==> src/rtl/bsg_fsb_pkg.sv <==
// rtl/bsg_fsb_pkg.sv - FSB packet header, client opcodes, FSM states and saturating helpers
package bsg_fsb_pkg;

    localparam int id_width_lp = 4;

    typedef struct packed {
        logic [id_width_lp-1:0] destid;
        logic                   cmd;
    } fsb_hdr_s;

    typedef enum logic [3:0] {
        e_op_clear    = 4'd0,
        e_op_count    = 4'd1,
        e_op_checksum = 4'd2
    } client_op_e;

    typedef enum logic [1:0] {
        e_wait_en = 2'd0,
        e_run     = 2'd1,
        e_drain   = 2'd2
    } client_state_e;

    function automatic logic [31:0] sat_inc32(input logic [31:0] v);
        return (&v) ? v : v + 32'd1;
    endfunction

    function automatic logic [15:0] sat_inc16(input logic [15:0] v);
        return (&v) ? v : v + 16'd1;
    endfunction

endpackage

==> src/rtl/bsg_test_node_client_resp_fifo.sv <==
// rtl/bsg_test_node_client_resp_fifo.sv - els_p-deep 1r1w response buffer with full/empty flags
module bsg_test_node_client_resp_fifo #(
    parameter int width_p = 80,
    parameter int els_p   = 2
) (
    input  logic               clk_i,
    input  logic               reset_i,
    input  logic               v_i,
    input  logic [width_p-1:0] data_i,
    input  logic               yumi_i,
    output logic [width_p-1:0] data_o,
    output logic               full_o,
    output logic               empty_o
);

    localparam int ptr_w_lp = (els_p > 1) ? $clog2(els_p) : 1;
    localparam int cnt_w_lp = $clog2(els_p + 1);

    logic [width_p-1:0]  mem_r [els_p];
    logic [ptr_w_lp-1:0] wptr_r, rptr_r;
    logic [cnt_w_lp-1:0] count_r;

    function automatic logic [ptr_w_lp-1:0] ptr_next(input logic [ptr_w_lp-1:0] p);
        return (p == ptr_w_lp'(els_p - 1)) ? '0 : p + ptr_w_lp'(1);
    endfunction

    always_ff @(posedge clk_i) begin
        if (v_i) begin
            mem_r[wptr_r] <= data_i;
        end
    end

    always_ff @(posedge clk_i) begin
        if (reset_i) begin
            wptr_r  <= '0;
            rptr_r  <= '0;
            count_r <= '0;
        end else begin
            if (v_i)    wptr_r <= ptr_next(wptr_r);
            if (yumi_i) rptr_r <= ptr_next(rptr_r);
            count_r <= count_r + cnt_w_lp'(v_i) - cnt_w_lp'(yumi_i);
        end
    end

    assign full_o  = (count_r == cnt_w_lp'(els_p));
    assign empty_o = (count_r == '0);
    // Zero when empty so the output bus is clean out of reset and between bursts.
    assign data_o  = empty_o ? '0 : mem_r[rptr_r];

endmodule

==> src/rtl/bsg_test_node_client.sv <==
// rtl/bsg_test_node_client.sv - FSB ring client test node; optional BSG_TEST_NODE_CLIENT_CHECKSUM_EN adds payload checksum
module bsg_test_node_client
    import bsg_fsb_pkg::*;
#(
    parameter int ring_width_p = 80,
    parameter int master_id_p  = 0,
    parameter int client_id_p  = 1,
    parameter int fifo_els_p   = 2
) (
    input  logic                    clk_i,
    input  logic                    reset_i,
    input  logic                    en_i,
    input  logic                    v_i,
    input  logic [ring_width_p-1:0] data_i,
    output logic                    ready_o,
    output logic                    v_o,
    output logic [ring_width_p-1:0] data_o,
    input  logic                    yumi_i
);

    localparam int pw_lp = ring_width_p - 5;
    localparam logic [id_width_lp-1:0] client_id_lp = id_width_lp'(client_id_p);
    localparam logic [id_width_lp-1:0] master_id_lp = id_width_lp'(master_id_p);

    client_state_e state_r, state_n;

    logic                    fifo_full, fifo_empty;
    logic                    accept, for_me;
    fsb_hdr_s                hdr_in;
    logic [pw_lp-1:0]        payload_in;
    logic [3:0]              opcode;
    logic                    resp_v;
    logic [pw_lp-1:0]        resp_payload;
    logic [ring_width_p-1:0] resp_data;
    logic                    clr, rx_inc, drop_inc;
    logic [31:0]             rx_count_r;
    logic [15:0]             drop_count_r;
    logic [pw_lp+47:0]       count_wide;
    logic [pw_lp-1:0]        checksum;

    assign hdr_in     = data_i[ring_width_p-1 -: 5];
    assign payload_in = data_i[pw_lp-1:0];
    assign opcode     = payload_in[3:0];
    assign for_me     = (hdr_in.destid == client_id_lp);
    assign accept     = v_i & ready_o;
    assign count_wide = {{pw_lp{1'b0}}, drop_count_r, rx_count_r};

    always_comb begin
        resp_v       = 1'b0;
        resp_payload = '0;
        clr          = 1'b0;
        rx_inc       = 1'b0;
        drop_inc     = 1'b0;
        if (accept) begin
            if (!for_me) begin
                drop_inc = 1'b1;
            end else if (!hdr_in.cmd) begin
                resp_v       = 1'b1;
                resp_payload = payload_in + {{(pw_lp-1){1'b0}}, 1'b1};
                rx_inc       = 1'b1;
            end else begin
                case (opcode)
                    e_op_clear:    clr = 1'b1;
                    e_op_count:    begin resp_v = 1'b1; resp_payload = count_wide[pw_lp-1:0]; end
                    e_op_checksum: begin resp_v = 1'b1; resp_payload = checksum; end
                    default:       begin resp_v = 1'b1; resp_payload = '1; end
                endcase
            end
        end
    end

    assign resp_data = {master_id_lp, 1'b0, resp_payload};

    always_ff @(posedge clk_i) begin
        if (reset_i || clr) begin
            rx_count_r   <= '0;
            drop_count_r <= '0;
        end else begin
            if (rx_inc)   rx_count_r   <= sat_inc32(rx_count_r);
            if (drop_inc) drop_count_r <= sat_inc16(drop_count_r);
        end
    end

`ifdef BSG_TEST_NODE_CLIENT_CHECKSUM_EN
    logic [pw_lp-1:0] checksum_r;
    always_ff @(posedge clk_i) begin
        if (reset_i || clr) begin
            checksum_r <= '0;
        end else if (rx_inc) begin
            checksum_r <= checksum_r ^ payload_in;
        end
    end
    assign checksum = checksum_r;
`else
    assign checksum = '0;
`endif

    bsg_test_node_client_resp_fifo #(
        .width_p(ring_width_p),
        .els_p  (fifo_els_p)
    ) resp_fifo (
        .clk_i  (clk_i),
        .reset_i(reset_i),
        .v_i    (resp_v),
        .data_i (resp_data),
        .yumi_i (yumi_i & ~fifo_empty),
        .data_o (data_o),
        .full_o (fifo_full),
        .empty_o(fifo_empty)
    );

    assign v_o = ~fifo_empty;

    always_ff @(posedge clk_i) begin
        if (reset_i) state_r <= e_wait_en;
        else         state_r <= state_n;
    end

    // ready_o depends only on registered state so a same-cycle yumi cannot open the input.
    always_comb begin
        state_n = state_r;
        ready_o = 1'b0;
        case (state_r)
            e_wait_en: if (en_i) state_n = e_run;
            e_run: begin
                ready_o = ~fifo_full;
                if (!en_i) state_n = e_drain;
            end
            e_drain: begin
                if (en_i)            state_n = e_run;
                else if (fifo_empty) state_n = e_wait_en;
            end
            default: state_n = e_wait_en;
        endcase
    end

    yumi_legal: assert property (@(posedge clk_i) disable iff (reset_i) yumi_i |-> v_o);

endmodule

==> config.mk <==
export PLATFORM = sky130hd
export DESIGN_NAME = bsg_test_node_client
export DESIGN_NICKNAME = d
export VERILOG_FILES = /design/src/rtl/bsg_fsb_pkg.sv /design/src/rtl/bsg_test_node_client_resp_fifo.sv /design/src/rtl/bsg_test_node_client.sv
export SDC_FILE = /design/constraint.sdc
export NUM_CORES = 1
export LEC_CHECK = 0
export ABC_AREA = 1
export ABC_CLOCK_PERIOD_IN_PS = 9120
export CORE_MARGIN = 2
export CORE_UTILIZATION = 43
export CTS_BUF_LIST = sky130_fd_sc_hd__clkbuf_8
export CTS_CLUSTER_DIAMETER = 30
export DETAILED_ROUTE_END_ITERATION = 8
export REMOVE_ABC_BUFFERS = 1
export SYNTH_ARGS = -nofsm -noshare
export SYNTH_HDL_FRONTEND = slang
export SYNTH_HIERARCHICAL = 1
export SYNTH_SLANG_ARGS = --single-unit
==> constraint.sdc <==
create_clock -name clk_i -period 9.12 [get_ports clk_i]
set_clock_uncertainty 0.1 [all_clocks]
set_input_delay 1.368 -clock clk_i [delete_from_list [all_inputs] [get_ports clk_i]]
set_output_delay 1.368 -clock clk_i [all_outputs]
set_load 0.01 [all_outputs]
==> reports/results.txt, run 1 <==
The run finished with clean final reports. The tools report the number of cell rows as 63. Number of design-rule violations left by the first detailed-router iteration: 1078. The total count of max-transition violations in the final report came out at 0. The biggest area contributor in the post-synthesis netlist is edfxtp_1. The worst path required time is 7650 ps, and the shortest clock period the worst path allows after layout is 4852 ps. Clock tree synthesis inserted a total of 47 buffers. In this run the tool buffered the top-level ports with 166 buffer cells. Width of the chip: 177.1 microns. Once detailed placement completed, the half-perimeter wirelength came to 31.32 mm.

The final critical path takes up 53.20% of the cycle. The maximum fanout along the worst path was 80. After detailed routing, the average wire length per cell comes to 18.15 microns. The achievable clock frequency is 0.2061 GHz, and the synthesized flop and latch total is 215. The aggregate global routing overflow came out at 0. The area of the core was 0.02956 sq mm; the area share of the largest cell type after synthesis was 37.30%. The run gives 26.92% as the total routing resource utilization after global routing. In this run the worst setup path terminates at data_o[22].

After synthesis, the cell types taking the most area are edfxtp_1, nand2_1, dfxtp_1. Class of the most critical setup path: reg -> out. In the routed design, unresolved DRC markers number 0.

The first global-routing pass estimated 64.51 mm of wire. After the last flow step, the layout net total stands at 1995. The detail route stage leaves a number of antenna-violating nets equal to 0.

For the total via count after detailed routing, the log shows 12131. The H-tree was split into 2 levels. Synthesis produced a netlist whose cell count is 1726.

The first detailed-routing pass took 5 iterations. The initial utilization of the core area, before any placement, comes to 43.57%. For this run, the number of Yosys warnings is 6.

The number of cells on the worst reg-to-reg path was 10; the per-cell via count in the routed design was 5.209. For the worst-skew pair, the clock arrives at the later sink with an insertion delay of 570 ps. The I/O pin total came out at 167. Setup repair after global routing left no endpoint under its margin. The run gives 215 as the clock sink count. The logs give 6.159 nW for the leakage dissipation and 0 for the post-cts resize count. The number of synthesized flops with an enable pin came out at 160. The run gives 0.1422 mV as the maximum VDD drop. 0 antenna diodes ended up in the layout. Critical path endpoint category: a primary output.

TritonCTS built the clock tree. In this run the tightest slew margin relative to its limit is 23.30%. The cell area power density works out to 183.2 mW/mm^2. The final layout contains routed wiring with a total length of 42.27 mm.

Global placement routability congestion: 0.9850. Once the clock tree was built, the setup fixing pass inserted 0 buffers. The tools report the number of endpoints with negative hold slack in the final report as 0.

The die covers 0.03135 sq mm. The startpoint of the worst register-to-register path is resp_fifo/count_r[0]. For this run, the leading register cell type out of synthesis is edfxtp_1. The count of final setup violators is 0, and the slew at the pin closest to its max-slew limit is 1150 ps. The buffer levels on the longest clock path is 3, and the number of max-capacitance violations reported is 0. Each instance of the synthesized netlist takes up on average 7.462 sq um. In the final timing run, aggregate negative setup slack is 0 ps. The y dimension of the die was 177.1 microns; the area added between synthesis and finish was 23.29%. CTS placed an instance of clkbuf_8 at the clock tree root.

The worst reg2reg path endpoint was resp_fifo/mem_r[1][1]. For the register-to-register setup slack, the log shows 5260 ps. The run gives 11558 as the via count of the first global-routing pass.

Type of origin of the critical path: a flop. The share of the Yosys chip area taken by registers is 45.85%. The mapped netlist covers 0.01288 sq mm. Entering global routing, the biggest net connects 83 pins. Of all flip-flops after synthesis, the portion carrying an async set or reset was 0%.

After clock tree synthesis, the clock-pin slew on the worst setup and hold paths is 50 ps. Of the cells placed in the final design, the portion with a size suffix greater than 1 is 6.756%. In this run, placement finished with an instance count of 2243.

The number of non-filler instances in the completed layout came out at 2329. The min-delay analysis places its worst path in the category reg -> reg. For the number of antenna violations at the first check in global routing, the log shows 0. Yosys mapped the design onto 44 distinct sky130hd cell types. The number of buffers added to fix hold violations after cts was 0; the critical path data arrival time was 3380 ps.
[worst min-delay path by stage]
stage | start | to | slack (ps) | cells after the start
after floorplan | drop_count_r[15] | drop_count_r[15] | 350 | 2
after global placement | drop_count_r[15] | drop_count_r[15] | 350 | 2
after detailed placement | drop_count_r[15] | drop_count_r[15] | 370 | 2
after CTS | drop_count_r[15] | drop_count_r[15] | 380 | 2
after global routing | drop_count_r[15] | drop_count_r[15] | 410 | 2
final | drop_count_r[15] | drop_count_r[15] | 370 | 2
[sequential cells by signal, indices dropped and copies added (netlist names), named ones only]
signal	flops
resp_fifo/mem_r	160
rx_count_r	32
drop_count_r	16
resp_fifo/count_r	2
state_r	2
resp_fifo/rptr_r	1
resp_fifo/wptr_r	1
[worst max-delay path, cell delays in order (launching register included)]
cell	delay (ps)
dfxtp_2	790
buf_4	650
inv_6	390
nand2_1	170
a21oi_1	130
clkdlybuf4s50_1	580
[power by group]
part,switching [W],internal [W]
clock network,0.000453,0.000809
registers,0.0000132,0.00105
logic,0.000318,0.000269
total,0.000784,0.00212
[synthesized netlist by cell type (11+ instances only)]
cell	n
nor2_1	240
nor3_1	45
o21ai_0	40
dfxtp_1	55
clkbuf_1	19
a21oi_1	164
buf_6	19
nand2_1	568
nand4_1	11
xor2_1	38
a31oi_1	22
inv_1	149
a21oi_2	12
edfxtp_1	160
nand3_1	84
[cell usage in the layout, fill, tap and decap left out, types with 4 or more instances in the layout]
master and count:
nand4_1 11, clkinv_1 5, nand3_1 84, nand3b_1 7, conb_1 10, xnor2_1 8, clkinvlp_4 5, clkbuf_8 48
nand2_1 568, bufinv_16 11, nor2_2 7, clkinv_2 9, nand2_2 4, edfxtp_1 160, a21oi_1 164, o21ai_0 40
a31oi_1 22, inv_2 5, o21bai_1 5, nor2_4 4, inv_1 155, ha_1 8, nor3_1 45, buf_4 11
o31ai_1 5, dfxtp_1 54, clkdlybuf4s50_1 166, nor2_1 239, xor2_1 38, nor3b_1 4, a21oi_2 12
[kinds of logic (layout without fill, tap and decap cells)]
logic type | count (synthesis) | after routing | synth area share [%]
AND/OR/NAND/NOR | 989 | 989 | 31.77
AO/OA/AOI/OAI | 253 | 253 | 10.68
adder cells (fa/ha/maj) | 8 | 8 | 0.7772
other | 1 | 10 | 0.02912
buffers and inverters | 214 | 418 | 7.772
XOR/XNOR | 46 | 46 | 3.128
flip-flops | 215 | 215 | 45.85
[per-layer routing]
metal | vias to the layer above | share of wire [%] | GRT usage (%) | wire length, microns
met5 | - | 0 | 0 | 0
met4 | 0 | 3.7 | 10.71 | 1547
met3 | 87 | 7.0 | 4.188 | 2951
met2 | 453 | 47 | 44.55 | 19910
met1 | 5585 | 42 | 35.27 | 17850
li1 | 6006 | - | - | -
[through the flow]
stage	hold WS [ps]	power [W]	utilization (%)	setup slack [ps]	area [sq um]
2_1_floorplan	345.3	0.001314	-	2417	12500
3_3_place_gp	354.9	0.001672	49.87	4042	14740
3_5_place_dp	368.5	0.001672	49.87	4011	14740
4_1_cts	376.2	0.002944	53.72	4288	15880
5_1_grt	408.3	0.003030	53.72	4145	15880
6_report	373.6	0.002909	53.72	4268	15880
[area by class of cell]
| type | instances | area, sq um |
|---|---|---|
| Clock buffer | 48 | 660.6 |
| Multi-Input combinational cell | 1306 | 6015 |
| Timing Repair Buffer | 177 | 1744 |
| Inverter | 155 | 588.1 |
| Tap cell | 390 | 488.0 |
| Fill cell | 2895 | 13680 |
| Sequential cell | 215 | 5907 |
| Clock inverter | 38 | 478.0 |
Power figures use the tool's default switching activity.
==> inputs of run 2 (changes only) <==
Settings changed: ABC_CLOCK_PERIOD_IN_PS 9120 to 4200, PLACE_DENSITY from default to 0.67.
Clock period 9.12 ns to 4.2 ns, I/O delays scaled along.
==> reports/results.txt, run 2 (synthesis results as in run 1) <==
The clock sink count is 215, and the total cell area at the placement stage is 0.01480 sq mm. Dividing total power by cell area gives a power density of 366.5 mW/mm^2. The die covers 0.03135 sq mm. The run gives 0.02956 sq mm as the area of the core.

In this run, post-CTS hold repair placed 0 buffers. In this run, the number of DRC markers left after iteration 0 of detailed routing was 1275. The first TritonRoute pass finished after 5 iterations. The total routing resource utilization after global routing came out at 26.36%. STA classifies the critical path endpoint as a primary output. The width of the chip is 177.1 microns.

The tree is rooted in a clkbuf_8. For the number of endpoints with negative hold slack in the final report, the log shows 0. The slowest stage of the critical path is the nor2_8 cell. The worst slew margin relative to its limit was 29.58%; the buffer levels on the longest clock path was 3. For this run the aggregate overflow at the end of global routing stands at 0. In this run, CTS created clock tree buffers numbering 45. The number of filler cells placed in the layout was 2851; the area added between synthesis and finish was 21.93%. In this run, placement finished with an instance count of 2249.

The run gives 0 as the remaining antenna violation count. Together, buffers and inverters on the worst path number 2. STA classifies the critical path startpoint as a flop.

The analysis attributes to cell leakage a power of 6.067 nW. Of all nets on the critical path, the largest fanout is 65. The launch point of the worst path is resp_fifo/count_r[1]. The via count of the first global-routing pass was 11578; the slew at the pin closest to its max-slew limit was 1056 ps. The tools report the total count of max-transition violations in the final report as 0. The number of max-capacitance violations reported was 0.

Buffers placed on the I/O ports in this run total 166. In the routed layout, each cell is associated on average with a via count of 5.211. From bottom edge to top edge, the die measures 177.1 microns. In this run the worst hold path is classified as reg -> reg. Class of the most critical setup path: reg -> out.

The net count of the finished layout is 1999. Setup repair after global routing left no endpoint under its margin. The largest single stage delay on the critical path is 820 ps. The number of cells on the worst reg-to-reg path is 9, and the maximum number of pins on one net before global-route repair is 81. The share of the clock period used by the worst path is 81.33%. Detailed routing inserted a total of 12151 vias. The worst path in the final design needs a cycle of 3416 ps, including I/O delays and setup.

The endpoint identified for the worst register-to-register timing path is resp_fifo/mem_r[1][50]. Setup violations remaining at the end of the flow were counted as 0. In the final routed layout, each cell accounts on average for 17.68 microns. Gates resized during post-CTS repair numbered 0. The worst path required time was 3470 ps. The most flop-heavy register was resp_fifo/mem_r. For this design the top-level I/O count stands at 167.

Routed wire length: 41.22 mm. The signal on the critical path passes through nor2_8 -> buf_4 -> a21oi_1 -> clkdlybuf4s50_1. Before CTS, the worst setup slack after placement is 840.6 ps.

Broken down by cell family, the worst path's largest delay share belongs to buffers and inverters. The first global-routing pass estimated 63.51 mm of wire. The critical path ends at data_o[43]. The startpoint identified for the worst register-to-register timing path is resp_fifo/count_r[0]. In the layout the commonest cells are nand2_1, nor2_1, clkdlybuf4s50_1.

After floorplanning, the core was divided into 63 placement rows. The path length in cells of the critical path is 4. The number of antenna violations at the first check in global routing is 1. The most common library cell in the layout ignoring fill and taps was nand2_1.

For the H-tree depth reported by CTS, the log shows 2. The share of cells above drive strength 1 works out to 6.643%. Clock-pin slew was measured on the worst setup and hold paths at 50 ps. The final instance area was 0.01570 sq mm. The effective utilization at floorplan was 43.57%. Timing would allow up to 0.2928 GHz. The residual DRC count came out at 0. For the worst setup path, the data arrival time is 2690 ps. The number of non-filler instances in the completed layout is 2332.

TritonCTS built the clock tree. For the total power after layout, the log shows 0.005755 W. The number of antenna diodes in the final layout is 0. The number of post-CTS setup repair buffers is 0, and the final worst-path setup slack is 784.3 ps.

Detailed placement ended at an HPWL of 30.82 mm. The worst-case IR drop observed on VDD is 0.1880 mV. Clock latency on the worst-skew pair, taken at its later pin, is 570 ps. Flip-flop count of the largest register, all copies and words added: 160. The flow ran to the end, and the final reports show no timing, DRC or antenna violations.

The largest registers in the layout are resp_fifo/mem_r x160, rx_count_r x32, drop_count_r x16. The global placement routability congestion is 0.9427, and the register-to-register setup slack is 1420 ps.
## run 2: worst min path at each step
stage	cells past startpoint	end	from	slack, ps
after detailed placement	2	drop_count_r[15]	drop_count_r[15]	360
after global routing	2	drop_count_r[15]	drop_count_r[15]	390
after global placement	2	drop_count_r[15]	drop_count_r[15]	360
after floorplan	2	drop_count_r[15]	drop_count_r[15]	350
after CTS	2	drop_count_r[15]	drop_count_r[15]	370
final	2	drop_count_r[15]	drop_count_r[15]	370
## run 2: through the flow
step	TNS, ps	hold slack, ps	utilization [%]
4_1_cts	0	371.9	53.13
6_report	0	367.1	53.13
3_5_place_dp	0	363.5	50.07
5_1_grt	0	392.0	53.13
3_3_place_gp	0	355.1	50.07
2_1_floorplan	-141200	345.3	-
## run 2: cell type report
cell class	count	area (sq um)	area share (%)
multi-input cells	1306	6015	38.30
flip-flops and latches	215	5907	37.61
clock buffers	45	619.3	3.944
repair buffers	183	1802	11.47
well taps	390	488.0	3.107
clock inverters	38	285.3	1.817
inverters	155	588.1	3.745
## run 2: layer usage
metal | part of all wire (%) | up-vias | routed length, microns | global-route usage (%)
met5 | 0.032 | - | 13 | 0
met4 | 4.0 | 2 | 1653 | 10.88
met3 | 7.0 | 92 | 2869 | 4.446
met2 | 46 | 438 | 18990 | 42.77
met1 | 43 | 5616 | 17690 | 34.91
li1 | - | 6003 | - | -
## run 2: tightest hold or removal path: stages (launching register included)
cell,delay (ps)
dfxtp_1,300
nand2_1,60
a21oi_1,60
## run 2: power breakdown
group / internal, W / switching [W]
Combinational: 0.000589 / 0.000693
Sequential: 0.00227 / 0.0000129
Clock: 0.00121 / 0.000977
